<file path="src/rtl/mc_delay_pkg.sv">
// +--------------------------------------------------------------------------+
// | mc_delay_pkg : shared modes and default sizes for the multi-channel timer |
// | Revision     : 1.0                                                       |
// +--------------------------------------------------------------------------+
`default_nettype none

package mc_delay_pkg;

  localparam logic [1:0] MODE_ONESHOT_IGN = 2'b00;
  localparam logic [1:0] MODE_ONESHOT_RST = 2'b01;
  localparam logic [1:0] MODE_PERIODIC    = 2'b10;

  localparam int MC_DELAY_W  = 24;
  localparam int MC_DELAY_CH = 4;

endpackage : mc_delay_pkg

`default_nettype wire

</file>
<file path="src/rtl/mc_delay_multi_if.sv">
// +--------------------------------------------------------------------------+
// | mc_delay_multi_if : trigger/control bus and event outputs of the timer    |
// | Revision          : 1.0                                                  |
// +--------------------------------------------------------------------------+
`default_nettype none

interface mc_delay_multi_if
  import mc_delay_pkg::*;
#(
  parameter int CH = MC_DELAY_CH,
  parameter int W  = MC_DELAY_W
) ();

  logic [CH-1:0]   io_catch;
  logic [CH*W-1:0] io_delay;
  logic [CH*2-1:0] io_mode;
  logic [CH-1:0]   io_stop;
  logic [CH-1:0]   io_delay_end;
  logic [CH-1:0]   io_busy;
  logic [CH-1:0]   io_overrun;

  modport master (
    output io_catch, io_delay, io_mode, io_stop,
    input  io_delay_end, io_busy, io_overrun
  );

  modport slave (
    input  io_catch, io_delay, io_mode, io_stop,
    output io_delay_end, io_busy, io_overrun
  );

endinterface : mc_delay_multi_if

`default_nettype wire

</file>
<file path="src/rtl/mc_delay_chan.sv">
// +--------------------------------------------------------------------------+
// | mc_delay_chan : one catch/delay channel with ignore/restart/periodic modes|
// | Revision      : 1.0                                                      |
// +--------------------------------------------------------------------------+
`default_nettype none

module mc_delay_chan
  import mc_delay_pkg::*;
#(
  parameter int W = MC_DELAY_W
) (
  input  logic         io_clk,
  input  logic         io_rst_n,
  input  logic         io_catch,
  input  logic [W-1:0] io_delay,
  input  logic [1:0]   io_mode,
  input  logic         io_stop,
  output logic         io_delay_end,
  output logic         io_busy,
  output logic         io_overrun
);

  logic         r_busy;
  logic [W-1:0] r_cnt;
  logic [W-1:0] r_dly_q;
  logic [1:0]   r_mode_q;

  logic         w_expire;
  logic         w_dzero;
  logic         w_rearm;
  logic         w_accept;
  logic [1:0]   w_mode_n;

  // Mode 11 is folded into ONESHOT_IGN at latch time so all later decodes see one encoding.
  assign w_mode_n = (io_mode == 2'b11) ? MODE_ONESHOT_IGN : io_mode;

  assign w_expire = r_busy && (r_cnt == r_dly_q);
  assign w_dzero  = (io_delay == '0);
  assign w_rearm  = (r_mode_q == MODE_ONESHOT_RST) || (r_mode_q == MODE_PERIODIC);
  assign w_accept = io_catch && !io_stop && !w_dzero && (!r_busy || w_expire || w_rearm);

  always_ff @(posedge io_clk or negedge io_rst_n) begin
    if (!io_rst_n) begin
      r_busy   <= 1'b0;
      r_cnt    <= '0;
      r_dly_q  <= '0;
      r_mode_q <= MODE_ONESHOT_IGN;
    end else if (io_stop) begin
      r_busy <= 1'b0;
      r_cnt  <= '0;
    end else if (w_accept) begin
      r_busy   <= 1'b1;
      r_cnt    <= {{(W-1){1'b0}}, 1'b1};
      r_dly_q  <= io_delay;
      r_mode_q <= w_mode_n;
    end else if (w_expire) begin
      if (r_mode_q == MODE_PERIODIC) begin
        r_cnt <= {{(W-1){1'b0}}, 1'b1};
      end else begin
        r_busy <= 1'b0;
        r_cnt  <= '0;
      end
    end else if (r_busy) begin
      r_cnt <= r_cnt + 1'b1;
    end
  end

  // A zero delay bypasses the counter entirely and never touches channel state.
  assign io_delay_end = w_expire || (io_catch && w_dzero);
  assign io_busy      = r_busy;
  assign io_overrun   = io_catch && r_busy && !w_expire && (r_mode_q == MODE_ONESHOT_IGN)
                        && !w_dzero && !io_stop;

endmodule : mc_delay_chan

`default_nettype wire

</file>
<file path="src/rtl/mc_delay_multi.sv">
// +--------------------------------------------------------------------------+
// | mc_delay_multi : CH independent catch/delay timers on flat sliced buses   |
// | Revision       : 1.0                                                     |
// +--------------------------------------------------------------------------+
`default_nettype none

module mc_delay_multi
  import mc_delay_pkg::*;
#(
  parameter int CH = MC_DELAY_CH,
  parameter int W  = MC_DELAY_W
) (
  input  logic              io_clk,
  input  logic              io_rst_n,
  mc_delay_multi_if.slave   bus
);

  logic [CH-1:0] w_delay_end;
  logic [CH-1:0] w_busy;
  logic [CH-1:0] w_overrun;

  for (genvar i = 0; i < CH; i++) begin : g_chan
    mc_delay_chan #(
      .W (W)
    ) u_chan (
      .io_clk       (io_clk),
      .io_rst_n     (io_rst_n),
      .io_catch     (bus.io_catch[i]),
      .io_delay     (bus.io_delay[i*W +: W]),
      .io_mode      (bus.io_mode[i*2 +: 2]),
      .io_stop      (bus.io_stop[i]),
      .io_delay_end (w_delay_end[i]),
      .io_busy      (w_busy[i]),
      .io_overrun   (w_overrun[i])
    );
  end : g_chan

  assign bus.io_delay_end = w_delay_end;
  assign bus.io_busy      = w_busy;
  assign bus.io_overrun   = w_overrun;

endmodule : mc_delay_multi

`default_nettype wire

</file>
<file path="src/flat_wrapper.sv">
// flat-port wrapper written by rule: the top's interface ports become plain ports
module mc_delay_multi_flat import mc_delay_pkg::*;
#(
  parameter int CH = MC_DELAY_CH,
  parameter int W  = MC_DELAY_W
)
  (io_clk, io_rst_n, bus_io_catch, bus_io_delay, bus_io_mode, bus_io_stop, bus_io_delay_end, bus_io_busy, bus_io_overrun);
  mc_delay_multi_if #(.CH(CH), .W(W)) bus_i ();
  input  logic io_clk;
  input  logic io_rst_n;
  input wire logic [$bits(bus_i.io_catch)-1:0] bus_io_catch;
  input wire logic [$bits(bus_i.io_delay)-1:0] bus_io_delay;
  input wire logic [$bits(bus_i.io_mode)-1:0] bus_io_mode;
  input wire logic [$bits(bus_i.io_stop)-1:0] bus_io_stop;
  output wire logic [$bits(bus_i.io_delay_end)-1:0] bus_io_delay_end;
  output wire logic [$bits(bus_i.io_busy)-1:0] bus_io_busy;
  output wire logic [$bits(bus_i.io_overrun)-1:0] bus_io_overrun;
  assign bus_i.io_catch = bus_io_catch;
  assign bus_i.io_delay = bus_io_delay;
  assign bus_i.io_mode = bus_io_mode;
  assign bus_i.io_stop = bus_io_stop;
  assign bus_io_delay_end = bus_i.io_delay_end;
  assign bus_io_busy = bus_i.io_busy;
  assign bus_io_overrun = bus_i.io_overrun;
  mc_delay_multi #(.CH(CH), .W(W)) u_core (.io_clk(io_clk), .io_rst_n(io_rst_n), .bus(bus_i));
endmodule
</file>
<file path="config.mk">
export PLATFORM = sky130hd
export DESIGN_NAME = mc_delay_multi_flat
export DESIGN_NICKNAME = d
export VERILOG_FILES = /design/src/rtl/mc_delay_pkg.sv /design/src/rtl/mc_delay_multi_if.sv /design/src/rtl/mc_delay_chan.sv /design/src/rtl/mc_delay_multi.sv /design/src/flat_wrapper.sv
export SDC_FILE = /design/constraint.sdc
export NUM_CORES = 1
export LEC_CHECK = 0
export BUFFER_PORTS_ARGS = -buffer_cell sky130_fd_sc_hd__buf_2
export CORE_MARGIN = 4
export CORE_UTILIZATION = 41
export DETAILED_ROUTE_END_ITERATION = 8
export PLACE_DENSITY = 0.67
export SLEW_MARGIN = 10
export SYNTH_ARGS = -nofsm -noshare
export SYNTH_HDL_FRONTEND = slang
export SYNTH_SLANG_ARGS = --single-unit
</file>
<file path="constraint.sdc">
create_clock -name io_clk -period 4.2 [get_ports io_clk]
set_input_delay 1.26 -clock io_clk [delete_from_list [all_inputs] [get_ports io_clk]]
set_output_delay 1.26 -clock io_clk [all_outputs]
set_load 0.02 [all_outputs]
</file>
==> results of run 1 <==
## critical path, stage by stage
cell	delay, ns
buf_2	0.11
nor4_1	0.38
nand4_1	0.25
o21a_1	0.29
nor2b_1	0.15
and4_1	0.19
buf_2	0.15
## logic make-up (layout without fill, tap and decap cells)
logic type,count (synthesis),count (layout)
AOI/OAI and AO/OA,178,178
xor gates and xnor gates,102,102
adders and majority gates,12,12
buffers and inverters,110,230
DFF,204,204
muxes,120,120
and+or+nand+nor,409,409
## registers in the layout (all words and copies together), names as in the netlist
signal,count
u_core.g_chan.u_chan.r_cnt,96
u_core.g_chan.u_chan.r_dly_q,96
u_core.g_chan.u_chan.r_mode_q,8
u_core.g_chan.u_chan.io_busy,4
## cells in the final DEF, fill, tap and decap left out, types with 12 or more instances in the layout
cell	n
a21oi_1	30
a22o_1	21
a31oi_1	16
and3_1	20
buf_2	124
buf_4	19
clkbuf_16	25
dfrtp_1	204
ha_1	12
inv_1	38
mux2_2	96
mux2i_1	24
nand2_1	90
nand3_1	75
nand4_1	52
nor2_1	64
nor3_1	15
nor4_1	33
o21ai_0	17
xnor2_1	77
xor2_1	25
## layout make-up
cell class	instances	area (µm²)	area share, %
clock inverter	8	76.32	0.5794
sequential	204	5105	38.75
inverter	39	146.4	1.111
clock buffer	36	706.9	5.366
tap	372	465.4	3.533
timing repair buffer	147	837.1	6.354
multi-input combinational	821	5837	44.31
## synthesized netlist by cell type (all sizes together), types with 4 or more instances
library cell,n
mux2,96
or3,6
a221o,7
ha,12
nand3b,4
o21ai,20
nor3,17
and4,6
clkbuf,41
nor2,64
mux2i,24
nor2b,5
a22oi,10
and3,20
xnor2,77
buf,30
nand4,52
o21a,4
o211ai,11
dfrtp,204
a22o,21
inv,38
o31ai,6
a31o,4
nor4,36
nand2,92
a21oi,30
nand2b,9
or2,7
a21o,9
nand3,75
o2111ai,4
o311ai,11
xor2,25
a31oi,16
and2,5
## per-layer routing
metal  GRT usage [%]  share of wire, %  up-vias
met2           28.08                48      205
met3           2.553               4.6       32
met4           3.764               1.7        0
li1                -                 -     4361
met5               0                 0        -
met1           24.41                46     4448
## power by group
group / switching, mW / total [mW] / leakage, nW / internal [mW]
clock network: 0.823 / 2.05 / 0.376 / 1.22
registers: 0.228 / 2.47 / 2.61 / 2.24
logic: 0.455 / 0.975 / 2.45 / 0.520
## worst paths after layout
check                                                  startpoint                            endpoint  slack (ns)
worst max-delay path                             bus_io_delay[25]                   bus_io_overrun[1]        0.16
worst min-delay path            u_core.g_chan[2].u_chan.r_cnt[22]   u_core.g_chan[2].u_chan.r_cnt[22]        0.52
worst max register to register  u_core.g_chan[2].u_chan.r_cnt[11]  u_core.g_chan[2].u_chan.r_dly_q[7]        1.05
worst min register to register  u_core.g_chan[2].u_chan.r_cnt[22]   u_core.g_chan[2].u_chan.r_cnt[22]        0.52
max in group asynchronous                                io_rst_n   u_core.g_chan[2].u_chan.r_cnt[14]        2.53
min in group asynchronous                                io_rst_n   u_core.g_chan[3].u_chan.r_cnt[14]        0.81
## metrics by stage
| stage | setup slack, ns | instances |
|---|---|---|
| floorplan | 0.5446 | 1135 |
| global placement | 0.1637 | 1583 |
| detailed placement | 0.1498 | 1583 |
| CTS | 0.1480 | 1627 |
| global route | 0.05704 | 1627 |
| finish | 0.1630 | 1627 |
==> reports/results.ini, run 1 <==
[run_status]
status = completed

[die]
die-area_um2 = 30640
start_util_pct = 42.09
die_w_um = 175.0
num_rows = 60
core_area_um2 = 27180
die_h_um = 175.0
ios = 126

[yosys]
syn_area_per_cell_um2 = 10.08
synthAdderAreaFrac_pct = 1.312
synth_edf_count = 0
synth_mux_area_share_pct = 11.55
yosysUniqueCellTypes = 72
synth-simple-area-share_pct = 18.71
yosysTopAreaCell = dfrtp_1
ys_seq_area_share_pct = 44.62
async_reset_ff_share_pct = 100.0
synth_top_area_share_pct = 44.62
syn_area_um2 = 11440
syn_nets = 1261
syn_inst = 1135
synth_compound_area_share_pct = 11.51
synth_warnings = 0
synth-seq-cells = 204
synth_xor_area_share_pct = 7.809
synthTopCellsByArea = dfrtp_1 45%, mux2_2 9.4%, xnor2_1 5.9%
synth_top_family_by_area = simple AND/OR/NAND/NOR gates
synth_flop_cell = dfrtp_1

[sta]
finalCriticalPeriod_ns = 4.037
fin_crit_sh_pct = 96.12
slew_headroom_pct = 20.56
skew_ns = 0.01060
setup_tns_ns = 0
hold_viol_final = 0
setup_viol = 0
max_freq_ghz = 0.2477
tightest_slew_ns = 1.192
rsz0062_at_grt = no
finalMaxSlewViolations = 0
whs_ns = 0.5215

[layout]
diodes = 0
fin_nets = 1363
finish.instance_area_um2 = 13170
fill_cells = 2563
fin_util_pct = 48.48
drive_gt1_share_pct = 24.30
area_growth_pct = 15.16

[placement]
portBuffers = 125
dp_hpwl_mm = 19.12
gp_congestion = 0.8378
placedInstanceArea_um2 = 12390

[global_route]
grt_pass1_vias = 8794
grt_pass1_wl_mm = 44.70
grt_max_degree = 90
overflow = 0
antenna_found_initial = 0
track_usage_pct = 17.19

[clock_tree]
clk_path_buf_depth = 3
ctsRootBufferMaster = clkbuf_16
cts_buffers = 24
clock_latency_ns = 0.51
path_clk_slew_ns = 0.06
cts_num_sinks = 204
cts_tree = built
postCtsSetupRepairBufs = 0
cts_hold_buf = 0
cts.htree.levels = 1
cts_resized = 0

[detailed_routing]
final_antenna_net_count = 0
dr.pass1.iters = 5
num_vias = 9046
drc = 0
drt_iter0_markers = 636
wl_per_cell_um = 16.37
routed_via_density = 5.560
wl_mm = 26.63

[worst_hold_path]
hold_class = reg2reg
hold_depth = 1

[worst_setup_path]
required_ns = 2.94
endpoint_kind = output pin
critPathMaxFanout = 4
crit_path_start_kind = input pin
ff2ff_path_depth = 6
critPathKind = in2out
arrival_ns = 2.78

[power_and_ir_drop]
power.leakage_nw = 5.434
ir_worst_vdd_v = 0.0003268
power_density_nw_per_um2 = 417.1
total_power_mw = 5.495

[flow_run]
maxCapViolations = 0

(Power assumes the default switching activity.)
==> run 2, diff against run 1 <==
==> constraint.sdc (replaced) <==
create_clock -name io_clk -period 4.5 [get_ports io_clk]
set_input_delay 1.35 -clock io_clk [delete_from_list [all_inputs] [get_ports io_clk]]
set_output_delay 1.35 -clock io_clk [all_outputs]
set_load 0.02 [all_outputs]
==> run 2 against run 1 <==
  * Non-clock buffer count shrank 3
  * Clock skew hardly changed
  * Final area increased by 0.21%
  * Die area is the same
  * Worst setup slack gained 0.14 ns
  * Global-route usage up 0.43 points
  * Clock power barely moved
==> reports/results.ini, run 2 (synthesis gave the netlist of run 1 again) <==
[run_status]
status = completed

[power_and_ir_drop]
total_power_mw = 5.250
power.leakage_nw = 5.455
clkPwrFrac_pct = 38.6
seqPwrFrac_pct = 44.1
comb_power_share_pct = 17.3
power.switching_mw = 1.411
intPower_mw = 3.839
power_density_nw_per_um2 = 397.7
swShare_pct = 26.87
ir_worst_vdd_v = 0.0003144

[worst_setup_path]
critPathMaxFanout = 4
endpoint_kind = output pin
required_ns = 3.15
critPathKind = in2out
arrival_ns = 2.85
crit_path_start_kind = input pin

[worst_hold_path]
hold_class = reg2reg

[layout]
final_common_cell = dfrtp_1
drive_gt1_share_pct = 24.24
area_growth_pct = 15.40
layout.cells.non_filler = 1622
fin_nets = 1360
fill_cells = 2575
diodes = 0
most-common-layout-cells = 204 x dfrtp_1, 124 x buf_2, 96 x mux2_2
top_regs = u_core.g_chan.u_chan.r_cnt (96), u_core.g_chan.u_chan.r_dly_q (96), u_core.g_chan.u_chan.r_mode_q (8)

[sta]
tightest_slew_ns = 0.9288
hold_viol_final = 0
finalMaxSlewViolations = 0
setup_tns_ns = 0
rsz0062_at_grt = no
max_freq_ghz = 0.2380
setup_viol = 0
skew_ns = 0.01061
finalCriticalPeriod_ns = 4.201
fin_crit_sh_pct = 93.36
slew_headroom_pct = 38.08

[clock_tree]
cts.htree.levels = 1
cts_tree = built
path_clk_slew_ns = 0.06
cts_hold_buf = 0
ctsRootBufferMaster = clkbuf_16
clock_latency_ns = 0.52
cts_num_sinks = 204
postCtsSetupRepairBufs = 0
cts_buffers = 24
cts_resized = 0
clk_path_buf_depth = 3

[die]
start_util_pct = 42.09
die-area_um2 = 30640
ios = 126
die_w_um = 175.0
die_h_um = 175.0
core_area_um2 = 27180
num_rows = 60

[placement]
portBuffers = 125
dp_hpwl_mm = 19.43
place_inst = 1580
gp_congestion = 0.8224

[global_route]
overflow = 0
grt_max_degree = 87
grt_pass1_vias = 8877
grt_pass1_wl_mm = 45.80
track_usage_pct = 17.62
antenna_found_initial = 0

[detailed_routing]
drt_iter0_markers = 665
num_vias = 9076
wl_mm = 27.34
routed_via_density = 5.596
dr.pass1.iters = 5
drc = 0
wl_per_cell_um = 16.86
final_antenna_net_count = 0

[flow_run]
maxCapViolations = 0

==> run 2: changes by cell type in the layout (fill, tap and decap cells not counted), sizes merged <==
| cell | previous run | this run |
|---|---|---|
| buf | 146 | 143 |
| bufinv | 1 | 3 |
| clkinvlp | 3 | 0 |
| clkbuf | 37 | 36 |
==> run 2: cell type report <==
class	count	area, µm²	area share (%)
Clock inverter	7	121.4	0.9193
Multi-Input combinational cell	821	5837	44.21
Timing Repair Buffer	144	814.5	6.170
Sequential cell	204	5105	38.67
Clock buffer	35	711.9	5.393
Inverter	39	146.4	1.109
Tap cell	372	465.4	3.526
==> run 2: worst paths after layout <==
kind	startpoint	endpoint	slack (ns)	depth (start not counted)
worst max-delay path	bus_io_delay[36]	bus_io_overrun[1]	0.30	7
worst min register to register	u_core.g_chan[2].u_chan.r_cnt[22]	u_core.g_chan[2].u_chan.r_cnt[22]	0.52	1
min in group asynchronous	io_rst_n	u_core.g_chan[3].u_chan.r_cnt[13]	0.90	1
max in group asynchronous	io_rst_n	u_core.g_chan[1].u_chan.r_dly_q[14]	2.77	2
worst min-delay path	u_core.g_chan[2].u_chan.r_cnt[22]	u_core.g_chan[2].u_chan.r_cnt[22]	0.52	1
worst max register to register	u_core.g_chan[0].u_chan.r_cnt[3]	u_core.g_chan[0].u_chan.r_dly_q[8]	1.32	7
==> run 2: metal layers <==
metal	vias to the layer above	share of wire, %	GRT usage (%)
met2	225	48	29.54
li1	4333	-	-
met3	40	4.7	2.575
met4	0	2.0	3.928
met1	4478	46	24.37
met5	-	0	0
==> run 2: critical path, stage by stage <==
cell and delay [ns]:
buf_2 0.10, nor4_1 0.36, nand4_1 0.25, o21a_1 0.29, nor2b_1 0.15, and4_1 0.19, buf_2 0.15
==> run 2: through the flow <==
step,instance area [µm²],worst slack (ns),util (%),hold WS (ns)
3_3_place_gp,12370,0.2900,45.51,0.5049
3_5_place_dp,12370,0.2895,45.51,0.5103
6_report,13200,0.2988,48.58,0.5154
4_1_cts,13200,0.2391,48.58,0.5184
5_1_grt,13200,0.1391,48.58,0.5351
2_1_floorplan,11440,0.6646,-,0.4911
==> run 2: power groups by stage <==
| stage | logic (mW) | clock network, mW | registers, mW |
|---|---|---|---|
| floorplan | 0.676 | 0 | 2.27 |
| global placement | 0.896 | 0 | 2.34 |
| finish | 0.910 | 2.02 | 2.32 |
| CTS | 0.920 | 2.09 | 2.32 |
| global route | 1.01 | 2.17 | 2.35 |
| detailed placement | 0.912 | 0 | 2.35 |
